File: src/rtl/uart_tx_arb.sv
// Round-robin arbiter sharing the UART TX byte channel between two requesters,
// with a one-entry registered output stage. Define UART_ARB_LOCK_EN for packet lock.
module uart_tx_arb #(
  parameter int unsigned MAX_BURST = 16
) (
  input  logic       clk,
  input  logic       rstn,
  input  logic       req0_valid,
  input  logic [7:0] req0_data,
  input  logic       req0_last,
  output logic       req0_ready,
  input  logic       req1_valid,
  input  logic [7:0] req1_data,
  input  logic       req1_last,
  output logic       req1_ready,
  output logic       tx_valid,
  output logic [7:0] tx_data,
  input  logic       tx_ready,
  output logic       grant_vld,
  output logic       grant_id
);

  localparam int unsigned CNT_W = $clog2(MAX_BURST + 1);

  typedef enum logic {
    IDLE  = 1'b0,
    GRANT = 1'b1
  } state_t;

  state_t           state_q, state_d;
  logic             grant_id_q, grant_id_d;
  logic             last_owner_q, last_owner_d;
  logic [CNT_W-1:0] burst_cnt_q, burst_cnt_d;
  logic             tx_valid_q;
  logic [7:0]       tx_data_q;

  logic       slot_free;
  logic       gnt_valid;
  logic [7:0] gnt_data;
  logic       gnt_last;
  logic       accept;
  logic       burst_hit;
  logic       release_now;

  // The output register can take a byte if it is empty or draining this cycle.
  assign slot_free = !tx_valid_q || tx_ready;
  assign gnt_valid = grant_id_q ? req1_valid : req0_valid;
  assign gnt_data  = grant_id_q ? req1_data  : req0_data;
  assign gnt_last  = grant_id_q ? req1_last  : req0_last;
  assign accept    = (state_q == GRANT) && gnt_valid && slot_free;
  assign burst_hit = (burst_cnt_q == CNT_W'(MAX_BURST - 1));

`ifdef UART_ARB_LOCK_EN
  assign release_now = accept && (gnt_last || burst_hit);
`else
  // Byte-level round robin: every accepted byte ends the grant.
  assign release_now = accept;
  logic unused_lock;
  assign unused_lock = gnt_last ^ burst_hit;
`endif

  // NOTE: every variable gets a default before the case so no latch is inferred.
  always_comb begin
    state_d      = state_q;
    grant_id_d   = grant_id_q;
    last_owner_d = last_owner_q;
    burst_cnt_d  = burst_cnt_q;
    case (state_q)
      IDLE: begin
        if (req0_valid || req1_valid) begin
          state_d     = GRANT;
          burst_cnt_d = '0;
          if (req0_valid && req1_valid) grant_id_d = !last_owner_q;
          else                          grant_id_d = req1_valid;
        end
      end
      GRANT: begin
        if (accept) burst_cnt_d = burst_cnt_q + CNT_W'(1);
        if (release_now) begin
          state_d      = IDLE;
          last_owner_d = grant_id_q;
        end
      end
      default: state_d = IDLE;
    endcase
  end

  // NOTE: sequential state uses non-blocking assignments so all registers
  // update together from the same pre-edge values.
  always_ff @(posedge clk or negedge rstn) begin
    if (!rstn) begin
      state_q      <= IDLE;
      grant_id_q   <= 1'b0;
      last_owner_q <= 1'b1;
      burst_cnt_q  <= '0;
    end else begin
      state_q      <= state_d;
      grant_id_q   <= grant_id_d;
      last_owner_q <= last_owner_d;
      burst_cnt_q  <= burst_cnt_d;
    end
  end

  // A new byte and a drain in the same cycle keep tx_valid high.
  always_ff @(posedge clk or negedge rstn) begin
    if (!rstn) begin
      tx_valid_q <= 1'b0;
      tx_data_q  <= 8'h00;
    end else if (accept) begin
      tx_valid_q <= 1'b1;
      tx_data_q  <= gnt_data;
    end else if (tx_ready) begin
      tx_valid_q <= 1'b0;
    end
  end

  assign grant_vld  = (state_q == GRANT);
  assign grant_id   = grant_id_q;
  assign req0_ready = grant_vld && !grant_id_q && slot_free;
  assign req1_ready = grant_vld &&  grant_id_q && slot_free;
  assign tx_valid   = tx_valid_q;
  assign tx_data    = tx_data_q;

endmodule

File: config.mk
export PLATFORM = sky130hd
export DESIGN_NAME = uart_tx_arb
export DESIGN_NICKNAME = d
export VERILOG_FILES = /design/src/rtl/uart_tx_arb.sv
export SDC_FILE = /design/constraint.sdc
export NUM_CORES = 1
export LEC_CHECK = 0
export CORE_MARGIN = 4
export CORE_UTILIZATION = 39
export DETAILED_ROUTE_END_ITERATION = 8
export PLACE_DENSITY_LB_ADDON = 0.15
export SETUP_SLACK_MARGIN = 0.15
export SLEW_MARGIN = 20
export SYNTH_ARGS = -nofsm -noshare
export SYNTH_HDL_FRONTEND = slang
export SYNTH_SLANG_ARGS = --single-unit
File: constraint.sdc
create_clock -name clk -period 3.8 [get_ports clk]
set_clock_uncertainty 0.1 [all_clocks]
set_input_delay 0.76 -clock clk [delete_from_list [all_inputs] [get_ports clk]]
set_output_delay 0.76 -clock clk [all_outputs]
set_load 0.02 [all_outputs]
* After elaboration in Yosys (flattened, before gate mapping) *
Index checks and enable logic that the tools add are counted.

word-level totals
  register bits = 12
  bits of input ports = 23
  output and inout port bits = 13
  word-level logic and storage cells = 29

cells by class
  muxes and demuxes = 8
  bitwise logic cells = 1
  reductions and logical operators = 15

operator list
  operator           count
  $mux 8             1
  $logic_and 1x1->1  7
  $mux 1             6
  $reduce_and 2->1   2
  $logic_not 1->1    3
  $logic_or 1x1->1   2
  $pmux 1 s2         1
  $reduce_bool 2->1  1
  $not 1->1          1

* Depth between registers and ports, before layout *
  depth in word-level cells = 5
  gate-level depth with buffers = 3

* Worst setup path after synthesis *
No wires, ideal clock.

  kind = input port to output port
  from = in tx_ready
  to = out req1_ready
  arrival = 1.304 ns
  setup slack = 1.636 ns
  stages on the path = 2
  path buffers = 0
  path through = or2b_1 > and3_1

between the ends
  longest elaborated chain between the ends = 2

RTL lines
  item               RTL line  RTL
  from (decl)        18        input logic tx_ready,
  $logic_or 1x1->1   46        assign slot_free = !tx_valid_q || tx_ready;
  $logic_and 1x1->1  120       assign req1_ready = grant_vld && grant_id_q && slot_free;
  to (decl)          15        output logic req1_ready,

Every way passes these cells.

* Worst setup path in the final report *
  from = in tx_ready
  to = out req0_ready

between the ends
  longest elaborated chain between the ends = 2

RTL lines
  item               RTL line  RTL
  $logic_or 1x1->1   46
  $logic_and 1x1->1  119       assign req0_ready = grant_vld && !grant_id_q && slot_free;
  to (decl)          11        output logic req0_ready,

Every way passes these cells.

==> summary.md <==
| Metric | Value |
|---|---|
| Vias in the first global route | `472` |
| CP Data Arrival Time | `2.19 ns` |
| Top delay family on crit path | `buffers and inverters` |
| First-pass GRT wire length | `1.99 mm` |
| Vias/cell | `5.06` |
| Fin. Hold Viols | `0` |
| Worst skew pair latency | `0.27 ns` |
| CP Cell Sequence | `clkdlybuf4s50_1 -> or2b_1 -> nand2_1 -> nor2_1 -> clkdlybuf4s50_1` |
| Vias | `486` |
| Simple-Gate Fraction of Synth Area | `0.0960` |
| Setup CP Type | `primary input to primary output` |
| FF-to-FF Start | `grant_id$_DFFE_PN0P_` |
| Synth Area in Compound Gates | `0.0480` |
| Resize count post-CTS | `0` |
| CP endpoint kind | `primary output` |
| Site Rows | `14` |
| Total wire length | `1.36 mm` |
| Critical Path RT | `2.94 ns` |
| Syn Inst Count | `44` |
| HP Class | `flip-flop to flip-flop` |
| Core region area | `1510 um^2` |
| Post-synthesis mux area share | `0.360` |
| XOR/XNOR share of the synthesized area | `0` |
| YS warnings | `0` |
| Status | `finished, final reports clean` |
| Pin slew with the least headroom to its limit | `0.534 ns` |
| Worst hold start | `tx_data[1]$_DFFE_PN0P_` |
| Maximum achievable frequency | `roughly 0.33 GHz` |
| Post-synthesis sequential area ratio | `0.482` |
| Worst-path clk slew | `~0.080 ns` |
| PortBufs | `33` |
| I/O pin count | `36` |
| Placer Congestion | `about 0.63` |
| # DRC | `0` |
| Syn nets | `67` |
| P per Cell Area | `842 nW/um^2` |
| Mean area per synthesized cell | `14.2 um^2` |
| WHS Path Cells | `1` |
| Crit-path max FO | `5` |
| Final Util | `0.669` |
| Flop and latch count out of synthesis | `12` |
| RSZ-0062 raised after global routing | `false` |
| Setup Buffers After CTS | `0` |
| Synth cell types | `15` |
| Maxcap violations | `0` |
| Largest family of logic cells by synthesized area | `multiplexers` |
| Number of DRC markers in iteration 0 | `0` |
| Crit start category | `primary input` |
| N_diodes | `0` |
| Die Span Y | `roughly 48 um` |
| Slowest CP cell | `clkdlybuf4s50_1` |
| CTS tree | `yes` |
| DP Wirelength | `roughly 1.0 mm` |
| Hold buffers post-CTS | `0` |
| Max-slew headroom | `0.643` |
| Peak VDD IR | `0.000478 V` |
| Initial antenna violation count | `0` |
| Root buf cell | `clkbuf_4` |
| Period minus WS final | `3.05 ns` |
| Most frequent CP cell | `clkdlybuf4s50_1` |
| Fin. max-slew vios | `0` |
| Worst path bufs/invs | `2` |
| Mapped Area | `approximately 630 um^2` |
| Setup TNS | `0 ns` |
| Synth-to-Final Area Change | `61.0%` |
| Most frequent cells in the layout | `33 x clkdlybuf4s50_1, 11 x dfrtp_1, 9 x mux2_4, 8 x mux2_2, 5 x nand2_1` |
| Share of cells above drive strength 1 | `0.300` |
| H-tree Lvls | `1` |
| Post-Synth Adder-Cell Area | `0` |
| R2R depth | `3` |
| Nets | `~100` |
| GRT Resource Usage Total | `0.129` |
| # setup viols final | `0` |
| Max Buffers Root-to-Sink | `2` |
| Die ar. | `2310 um^2` |
| Wire length per cell | `around 14 um` |
| Critical path depth in cells | `5` |
| Num CTS Buffers | `3` |
| Static Leak | `0.452 nW` |
| TritonRoute pass-1 iters | `1` |
| Fin crit share | `0.803` |
| Die X | `48.1 um` |
| Largest net degree at the start of global routing | `15` |
| Worst setup path start | `tx_ready` |
| CP peak stage delay | `0.61 ns` |
| Clock sinks | `12` |
| ANT nets after route | `0` |
| Most common cell after layout, fill and taps aside | `clkdlybuf4s50_1` |
| GR Overflow Total | `0` |
| Initial Util | `0.415` |
-- cell families (layout without fill, tap and decap cells) --
kind of cell | count (synthesis) | count (layout)
multiplexers | 17 | 17
buffers and inverters | 2 | 38
flip-flops | 12 | 12
AND/OR/NAND/NOR | 10 | 10
AO/OA/AOI/OAI | 3 | 3
-- area by class of cell --
class                           count  area [um^2]
Sequential cell                    12          302
Clock buffer                        4         36.3
Fill cell                         129          499
Tap cell                           16         20.0
Inverter                            1         3.75
Multi-Input combinational cell     30          315
Timing Repair Buffer               33          330
-- synthesized netlist by cell type (all sizes together) --
cell type   n  share of area
o31a        1          0.016
or2b        1          0.012
and3        1          0.010
nand4       1          0.010
nor2        1         0.0060
dfstp       1          0.042
dfrtp      11           0.44
buf         1         0.0080
inv         1         0.0060
a21bo       1          0.016
nand2       5          0.030
a32o        1          0.016
nand3       1          0.028
mux2       17           0.36
-- per-stage QoR --
step | instance area, um^2 | cells | hold WS, ns | setup WS [ns] | total power, mW
2_1_floorplan | 626 | 44 | 0.364 | 1.64 | 0.559
3_3_place_gp | 971 | 92 | 0.392 | 0.746 | 0.751
4_1_cts | 1010 | 96 | 0.415 | 0.735 | 0.862
5_1_grt | 1010 | 96 | 0.423 | 0.660 | 0.900
3_5_place_dp | 971 | 92 | 0.392 | 0.738 | 0.759
6_report | 1010 | 96 | 0.412 | 0.749 | 0.848
-- routing by layer --
metal | track usage | part of all wire
met1 | 0.143 | 0.37
met2 | 0.216 | 0.54
met4 | 0.0484 | 0.0088
met3 | 0.0564 | 0.083
met5 | 0 | 0
-- power by group --
part	internal (mW)	switching (mW)	leakage, nW
Clock	0.0582	0.0408	0.0210
Sequential	0.197	0.0660	0.138
Combinational	0.292	0.194	0.293
-- flip-flops by register name, indices dropped and copies added, names as in the netlist --
signal        count
tx_data           8
grant_id          1
last_owner_q      1
grant_vld         1
tx_valid          1
-- path summary, 6_finish.rpt --
kind / to / slack (ns)
setup / recovery: req0_ready / 0.75
hold / removal: tx_data[1]$_DFFE_PN0P_ / 0.41
setup reg to reg: tx_data[2]$_DFFE_PN0P_ / 2.03
hold reg to reg: tx_data[1]$_DFFE_PN0P_ / 0.41
max in group asynchronous: last_owner_q$_DFFE_PN1P_ / 2.49
min in group asynchronous: tx_valid$_DFFE_PN0P_ / 0.73
No activity file was read; power rests on OpenSTA's default activity.
